### src/rtl/dual_rail_ingress_fifo.sv
// ---------------------------------------------------------------------------
// dual_rail_ingress_fifo
//
// Clocked ingress bridge from a WIDTH-bit dual-rail, 4-phase return-to-zero
// channel into a synchronous valid/ready stream. Completion is detected on
// the sampled dual-rail word. A complete word is decoded from its true rails
// and pushed into a DEPTH-entry show-ahead FIFO. The 4-phase acknowledge is
// then driven back to the asynchronous stage chain.
//
// Parameters:
//   WIDTH  data bits per word (channel carries 2*WIDTH rails)
//   DEPTH  FIFO entries, power of two, >= 2
//
// Ports:
//   clk          single clock, rising edge
//   rst_n        asynchronous active-low reset
//   data_in      dual-rail word; bit i = {true data_in[2i+1], false data_in[2i]}
//   ack          registered 4-phase acknowledge to the sender
//   out_data     FIFO head word (valid while out_valid)
//   out_valid    FIFO not empty
//   out_ready    consumer takes the head word this cycle
//   level        number of stored words
//   err_illegal  sticky: some bit was seen with both rails high
//
// Build option:
//   DR_INGRESS_SYNC_EN  when defined, each rail passes through a two-flop
//                       synchroniser (reset to 0) before decode. Use it when
//                       the sender is asynchronous to clk. Every latency
//                       grows by 2 cycles. When undefined, data_in is decoded
//                       combinationally, so the sender must be synchronous
//                       to clk.
//
// Handshake FSM:
//   state    | meaning
//   ---------+-------------------------------------------------------------
//   ST_IDLE  | ack=0, waiting for a complete word (or an illegal code)
//   ST_ACK   | ack=1, word pushed, waiting for the sender to return to spacer
//   ST_DRAIN | ack=1, illegal code seen, waiting for spacer; nothing pushed
// ---------------------------------------------------------------------------
module dual_rail_ingress_fifo #(
  parameter int WIDTH = 4,
  parameter int DEPTH = 4
) (
  input  logic                     clk,
  input  logic                     rst_n,
  input  logic [2*WIDTH-1:0]       data_in,
  output logic                     ack,
  output logic [WIDTH-1:0]         out_data,
  output logic                     out_valid,
  input  logic                     out_ready,
  output logic [$clog2(DEPTH):0]   level,
  output logic                     err_illegal
);

  localparam int AW = $clog2(DEPTH);
  localparam int LW = AW + 1;
  localparam logic [LW-1:0] LEVEL_FULL = LW'(DEPTH);

  typedef enum logic [1:0] {
    ST_IDLE  = 2'd0,
    ST_ACK   = 2'd1,
    ST_DRAIN = 2'd2
  } state_t;

  // -------------------------------------------------------------------------
  // Channel sampling
  // -------------------------------------------------------------------------
  logic [2*WIDTH-1:0] s;

`ifdef DR_INGRESS_SYNC_EN
  logic [2*WIDTH-1:0] sync1_q;
  logic [2*WIDTH-1:0] sync2_q;

  // The 4-phase protocol keeps rails monotonic within a phase. A partially
  // synchronised word therefore only looks incomplete, and is never
  // mistaken for a different complete word.
  always_ff @(posedge clk or negedge rst_n) begin
    if (!rst_n) begin
      sync1_q <= '0;
      sync2_q <= '0;
    end else begin
      sync1_q <= data_in;
      sync2_q <= sync1_q;
    end
  end

  assign s = sync2_q;
`else
  assign s = data_in;
`endif

  // -------------------------------------------------------------------------
  // Dual-rail decode
  // -------------------------------------------------------------------------
  logic [WIDTH-1:0] bit_complete;
  logic [WIDTH-1:0] bit_illegal;
  logic [WIDTH-1:0] word_data;
  logic             word_complete;
  logic             word_illegal;
  logic             word_spacer;

  always_comb begin
    bit_complete = '0;
    bit_illegal  = '0;
    word_data    = '0;
    for (int i = 0; i < WIDTH; i++) begin
      bit_complete[i] = s[2*i+1] ^ s[2*i];
      bit_illegal[i]  = s[2*i+1] & s[2*i];
      word_data[i]    = s[2*i+1];
    end
  end

  assign word_complete = &bit_complete;
  assign word_illegal  = |bit_illegal;
  assign word_spacer   = ~|s;

  // -------------------------------------------------------------------------
  // FIFO status
  // -------------------------------------------------------------------------
  logic [LW-1:0] level_q;
  logic [LW-1:0] level_d;
  logic          full;
  logic          push;
  logic          pop;

  // The full check uses the registered level only. A pop in the same cycle
  // does not open a slot for a push until the next cycle. This keeps the
  // out_ready path out of the push and ack decision.
  assign full      = (level_q == LEVEL_FULL);
  assign out_valid = (level_q != '0);
  assign pop       = out_valid & out_ready;

  // -------------------------------------------------------------------------
  // FSM: state register
  // -------------------------------------------------------------------------
  state_t state_q;
  state_t state_d;
  logic   ack_q;
  logic   ack_d;
  logic   err_q;
  logic   set_err;

  always_ff @(posedge clk or negedge rst_n) begin
    if (!rst_n) begin
      state_q <= ST_IDLE;
      ack_q   <= 1'b0;
      err_q   <= 1'b0;
    end else begin
      state_q <= state_d;
      ack_q   <= ack_d;
      err_q   <= err_q | set_err;
    end
  end

  // -------------------------------------------------------------------------
  // FSM: next-state logic
  // -------------------------------------------------------------------------
  always_comb begin
    state_d = state_q;
    case (state_q)
      ST_IDLE: begin
        if (word_illegal) begin
          state_d = ST_DRAIN;
        end else if (word_complete && !full) begin
          state_d = ST_ACK;
        end
      end
      ST_ACK, ST_DRAIN: begin
        if (word_spacer) begin
          state_d = ST_IDLE;
        end
      end
      default: state_d = ST_IDLE;
    endcase
  end

  // -------------------------------------------------------------------------
  // FSM: output logic
  // -------------------------------------------------------------------------
  // ack is taken from a dedicated flop loaded from the next state. The
  // sender therefore never sees a decode glitch.
  always_comb begin
    push    = 1'b0;
    set_err = 1'b0;
    ack_d   = (state_d == ST_ACK) || (state_d == ST_DRAIN);
    if (state_q == ST_IDLE) begin
      if (word_illegal) begin
        set_err = 1'b1;
      end else if (word_complete && !full) begin
        push = 1'b1;
      end
    end
  end

  assign ack         = ack_q;
  assign err_illegal = err_q;

  // -------------------------------------------------------------------------
  // FIFO storage and pointers
  // -------------------------------------------------------------------------
  logic [WIDTH-1:0] mem_q [DEPTH];
  logic [AW-1:0]    wr_ptr_q;
  logic [AW-1:0]    rd_ptr_q;

  // The storage has no reset. out_data is don't-care while out_valid is low.
  always_ff @(posedge clk) begin
    if (push) begin
      mem_q[wr_ptr_q] <= word_data;
    end
  end

  always_comb begin
    level_d = level_q;
    case ({push, pop})
      2'b10:   level_d = level_q + LW'(1);
      2'b01:   level_d = level_q - LW'(1);
      default: level_d = level_q;
    endcase
  end

  // The pointers are AW bits wide and DEPTH is a power of two. Wrap modulo
  // DEPTH therefore falls out of natural overflow.
  always_ff @(posedge clk or negedge rst_n) begin
    if (!rst_n) begin
      wr_ptr_q <= '0;
      rd_ptr_q <= '0;
      level_q  <= '0;
    end else begin
      if (push) begin
        wr_ptr_q <= wr_ptr_q + AW'(1);
      end
      if (pop) begin
        rd_ptr_q <= rd_ptr_q + AW'(1);
      end
      level_q <= level_d;
    end
  end

  assign out_data = mem_q[rd_ptr_q];
  assign level    = level_q;

endmodule

### config.mk
export PLATFORM = sky130hd
export DESIGN_NAME = dual_rail_ingress_fifo
export DESIGN_NICKNAME = d
export VERILOG_FILES = /design/src/rtl/dual_rail_ingress_fifo.sv
export SDC_FILE = /design/constraint.sdc
export NUM_CORES = 1
export LEC_CHECK = 0
export CAP_MARGIN = 20
export CORE_MARGIN = 2
export CORE_UTILIZATION = 30
export CTS_BUF_LIST = sky130_fd_sc_hd__clkbuf_2
export DETAILED_ROUTE_END_ITERATION = 7
export GPL_TIMING_DRIVEN = 0
export PLACE_DENSITY = 0.59
export SYNTH_ARGS = -nofsm -noshare
export SYNTH_HDL_FRONTEND = slang
export SYNTH_SLANG_ARGS = --single-unit
### constraint.sdc
create_clock -name clk -period 3.05 [get_ports clk]
set_clock_uncertainty 0.2 [all_clocks]
set_input_delay 0.4575 -clock clk [delete_from_list [all_inputs] [get_ports clk]]
set_output_delay 0.4575 -clock clk [all_outputs]
set_load 0.1 [all_outputs]
# Yosys cells after proc, flatten, opt, wreduce, memory -nomap -nowiden
# Memory sizes are Yosys's and may differ from the RTL's.
# Cells that the tools add are included.
# totals
ff_bits	11
ram_bits	16
inputBits	11
elab_cells	50
memories	1
# mem_list
name	depth	word_bits	read_ports	rd_ports_with_merged_regs	write_ports	line	text
mem_q	4	4	1	0	1	201	logic [WIDTH-1:0] mem_q [DEPTH];
# op_classes
addsub	4
eq_ne	7
mux	12
bitwise_logic	10
reduce_logical	10
# op_table
operator	n
8-bit OR reduction	1
1-bit two-way mux	7
2-bit by 1-bit equality test with 1-bit output, second input constant	3
2-bit equality test, second input constant	3
2-bit two-way mux	3
3-bit one-hot mux with 2 select lines	1
1-bit AND	5
2-bit by 1-bit adder with 2-bit output, second input constant	2
2-bit one-hot mux with 2 select lines	1
4-bit AND reduction	1
4-bit OR reduction	1
1-bit XOR	4
3-bit by 1-bit adder with 3-bit output, second input constant	1
3-bit equality test, second input constant	1
3-bit nonzero test	1
3-bit by 1-bit subtractor with 3-bit output, second input constant	1
2-bit zero test	1
2-bit nonzero test	1
2-bit OR reduction	1
1-bit logical AND	1
1-bit zero test	1
1-bit logical OR	1
1-bit OR	1

# Logic depth before layout (Yosys ltp)
# logic_depth
ltp_word	8
depth_mapped	11
depth_no_buf	11

# Worst setup path after synthesis
# OpenSTA, ideal clock, no wires.
# synth_timing
path_kind	register -> register
startpoint	register level_q[0], in the netlist level[0]
endpoint	register level_q[2], in the netlist level[2]
setup_ns	0.162
arrival_time_ns	2.977
path_slack_ns	-0.289
stages_incl_launch_ff	9
n_path_buf	0
period_less_slack_ns	3.339
cell_sequence	dfrtp_1 > or3_1 > and2_1 > ha_1 > inv_1 > fa_1 > xor2_1 > nor2_1 > xor2_1
# synth_between
elab_cells_between_ends	14
classes_between	add/sub: 2; eq/ne: 3; mux: 4; bitwise: 1; reduce/logical: 4
# synth_rtl
item	line	text
start, declared	120	logic [LW-1:0] level_q;
start signal, assigned	235	level_q <= level_d;
3-bit nonzero test (*)	130	assign out_valid = (level_q != '0);
named net out_valid	49	output logic out_valid,
1-bit AND (*)	131	assign pop = out_valid & out_ready;
named net pop	124	logic pop;
2-bit by 1-bit equality test with 1-bit output / 2-bit equality test (equally long branches)	214	case ({push, pop})
3-bit one-hot mux with 2 select lines / 2-bit nonzero test (equally long branches)	n/a	
# Mark *: on every way through the listed nets, which the timed path passes. The rest lies on a longest branch.
# A chain may end at the register's enable or synchronous reset.

# Worst setup path in the final report
# layout_timing
startpoint	input port data_in[7]
endpoint	register level_q[1], in the netlist level[1]
# layout_between
elab_chain_cells	8
elab_cells_between_ends	12
classes_between	eq/ne: 2; mux: 4; bitwise: 2; reduce/logical: 4
# layout_rtl
item	line	text
start, declared	46	input logic [2*WIDTH-1:0] data_in,
1-bit XOR	107	bit_complete[i] = s[2*i+1] ^ s[2*i];
4-bit AND reduction	113	assign word_complete = &bit_complete;
1-bit logical AND	189	end else if (word_complete && !full) begin
1-bit two-way mux	189	
1-bit two-way mux (*)	187	if (word_illegal) begin
1-bit two-way mux (*)	186	if (state_q == ST_IDLE) begin
2-bit by 1-bit equality test with 1-bit output / 2-bit equality test (equally long branches)	214	
3-bit one-hot mux with 2 select lines / 2-bit nonzero test (equally long branches)	n/a	
# Every way passes the cells marked *; elsewhere a longest branch is shown, timed or not.

==> results.txt <==
status: finished, final reports clean
Final Power: 1.54 mW
Max-slew headroom: 35.1%
Distinct cells, synth: 27
post-synthesis cell area: 0.00137 mm^2
dpl cells: 168
top_reg_cell synth: edfxtp_1
Cell Area, Placed: 0.00164 mm^2
Syn Inst Count: 96
arrival time of the worst setup path: 2.99 ns
I/O Pins: 21
RePlAce Congestion: 0.686
initial core utilization: 31.2%
synth cell count leaders: edfxtp_1, ha_1, inv_1
clock-pin slew on the worst setup and hold paths: 0.23 ns
core area: 0.00438 mm^2
R2R Setup Slk: 0.60 ns
initial antenna violation count: 0
RSZ-0062 raised after global routing: false
worst setup path class: input port to register
MaxCap Viol Count: 0
Congestion Overflow GR: 0
DRC viols: 0
Post-DP HPWL: 1940 um
wire per inst: 13.9 um
EDFF count, synth: 16
final worst-path cycle share: 95.7%
RR Endpoint: level[2]$_DFFE_PN0P_
slowest stage delay, CP: 0.53 ns
critical path peak fanout: 6
Levels on crit path: 9
die width: 71.5 um
total CTS buffers: 3
DRT iter0 DRCs: 45
GRT Resource Usage Total: 11.0%
Final Hold Viols: 0
die height: 71.5 um
Sink Count: 27
startpoint types: input port
dpl ws: -0.618 ns
Area contributors post-synth: edfxtp_1, dfrtp_1, ha_1
critical path buffer and inverter count: 3
flops & latches, synth: 27
Root Driver: clkbuf_2
setup TNS: 0 ns
largest net degree at the start of global routing: 17
fmax: 0.343 GHz
CP Capture Type: register
CP cell instances: clkdlybuf4s50_1 > ha_1 > or4_4 > nor4b_4 > inv_2 > ha_1 > inv_1 > fa_1 > o21ai_0
Reg2Reg Launch Point: level[1]$_DFFE_PN0P_
Final Non-Filler Cells: 173
CTS H-tree depth: 1
CTS tree: built
final setup margin: 0.130 ns
delay-heaviest family, CP: adder cells
global-route wire length before repair: 4230 um
DR vias: 791
Worst-Margin Slew: 0.971 ns
crit path time final: 2.92 ns
layout cells sized above 1: 21.5%
Min-Delay Path Class: input port to asynchronous set/reset pin
clock buffer depth: 2
I/O Buffers: 20
most frequent cell after synthesis: edfxtp_1
crit path from: data_in[7]
area grow syn2layout: 21.0%
max-slew violation count: 0
drt pass-1 iters: 3
CP required: 3.12 ns
syn nets: 123
Pleak: 0.690 nW
via/cell ratio: 4.57
utilization after layout: 37.7%
synth warn: 0
WHS: 0.197 ns
worst-case reg-to-reg path depth: 9
asr flop ratio synth: 40.7%
share of the synthesized area in the top cell type: 35.1%
vias in the first global route: 874
design area: 0.00165 mm^2
final setup vio count: 0
CP dominant cell by count: ha_1
cell accounting for the most synthesized area: edfxtp_1
Worst Setup EP: level[1]$_DFFE_PN0P_
die area: 0.00511 mm^2
Post-Route WL: 2410 um
slowest CP cell: or4_4
peak supply drop: 0.000566 V
# nets final: 149
Cell Rows: 24
Hold Buf Count CTS: 0
register area share after synthesis: 55.3%
pwr/cell area: 928 mW/mm^2
Synth Area per Inst: 14.2 um^2
diode count: 0
latest clock arrival within the worst-skew pair: 0.34 ns
Post-DRT Antenna Nets: 0
## power breakdown
group | leakage (nW) | switching (mW) | internal [mW]
sequential | 0.266 | 0.0670 | 0.456
combinational | 0.411 | 0.637 | 0.241
clock | 0.0126 | 0.104 | 0.0304
## metal layers
metal	wire, um	global-route usage [%]	up-vias
met5	0	0	-
met4	23	3.14	0
met3	120	3.80	5
met2	1220	18.7	18
met1	1050	13.1	388
li1	-	-	380
## cell type report
| cell class | instances | area [um^2] |
|---|---|---|
| Clock buffer | 3 | 15.0 |
| Sequential cell | 27 | 758 |
| Fill cell | 419 | 2730 |
| Tap cell | 52 | 65.1 |
| Buffer | 1 | 3.75 |
| Timing Repair Buffer | 21 | 195 |
| Multi-Input combinational cell | 52 | 549 |
| Inverter | 16 | 60.1 |
| Clock inverter | 1 | 7.51 |
## worst register-to-register path, stage by stage, from the launching register on
cell and delay (ns):
dfrtp_2 0.49, nor3b_1 0.46, nor4b_4 0.10, inv_2 0.10
ha_1 0.19, inv_1 0.06, fa_1 0.37, xor2_1 0.15
nor2_1 0.12, xor2_1 0.15
## cells by family after synthesis
family	Yosys count	share of synthesized area, %
AOI/OAI and AO/OA	7	4.48
xor gates and xnor gates	7	4.48
adders and majority gates	16	15.2
buffers and inverters	17	4.67
DFF	27	55.3
muxes	4	6.59
and+or+nand+nor	18	9.33
## registers in the layout, summed over array words and instances, names as in the netlist
register     flops
ack              1
err_illegal      1
level            3
mem_q           16
rd_ptr_q         2
state_q          2
wr_ptr_q         2
## worst min-delay path by stage
stage / start / end / slack [ns] / cells past startpoint
3_3_place_gp: err_illegal$_DFF_PN0_ / err_illegal$_DFF_PN0_ / 0.25 / 1
2_1_floorplan: rst_n / ack$_DFF_PN0_ / -0.04 / 0
5_1_grt: rst_n / level[1]$_DFFE_PN0P_ / 0.17 / 1
3_5_place_dp: err_illegal$_DFF_PN0_ / err_illegal$_DFF_PN0_ / 0.26 / 1
4_1_cts: rst_n / level[2]$_DFFE_PN0P_ / 0.19 / 1
6_report: rst_n / wr_ptr_q[1]$_DFFE_PN0P_ / 0.20 / 1
## cells in the final DEF (no fill, tap or decap)
master / count
nand3_1: 1
inv_1: 15
mux4_2: 4
fa_1: 1
or3_2: 1
o211ai_1: 1
a21o_2: 1
a21oi_1: 1
a31oi_4: 1
clkinvlp_4: 1
ha_1: 15
edfxtp_1: 16
and2_2: 4
buf_4: 1
nand4_1: 2
clkbuf_2: 7
dfrtp_2: 2
clkbuf_1: 1
inv_2: 1
or4_4: 1
and2_1: 1
dfrtp_1: 9
xor2_1: 4
or2_2: 1
nor4b_4: 1
nor3b_1: 1
clkdlybuf4s50_1: 13
xnor2_1: 3
nand2_1: 4
o21ai_0: 2
nor2_1: 1
dlymetal6s2s_1: 3
a32oi_1: 1
## timing repair
| action | in CTS | in global routing |
|---|---|---|
| endpoints found under the hold margin | 0 | 0 |
| pin swaps | 1 | 0 |
| setup buffers | 1 | 0 |
| gates resized for setup | 4 | 11 |
| endpoints found under the setup margin | 6 | 6 |
| gates cloned | 0 | 0 |
Note: power is estimated with default switching activity, not from simulation.
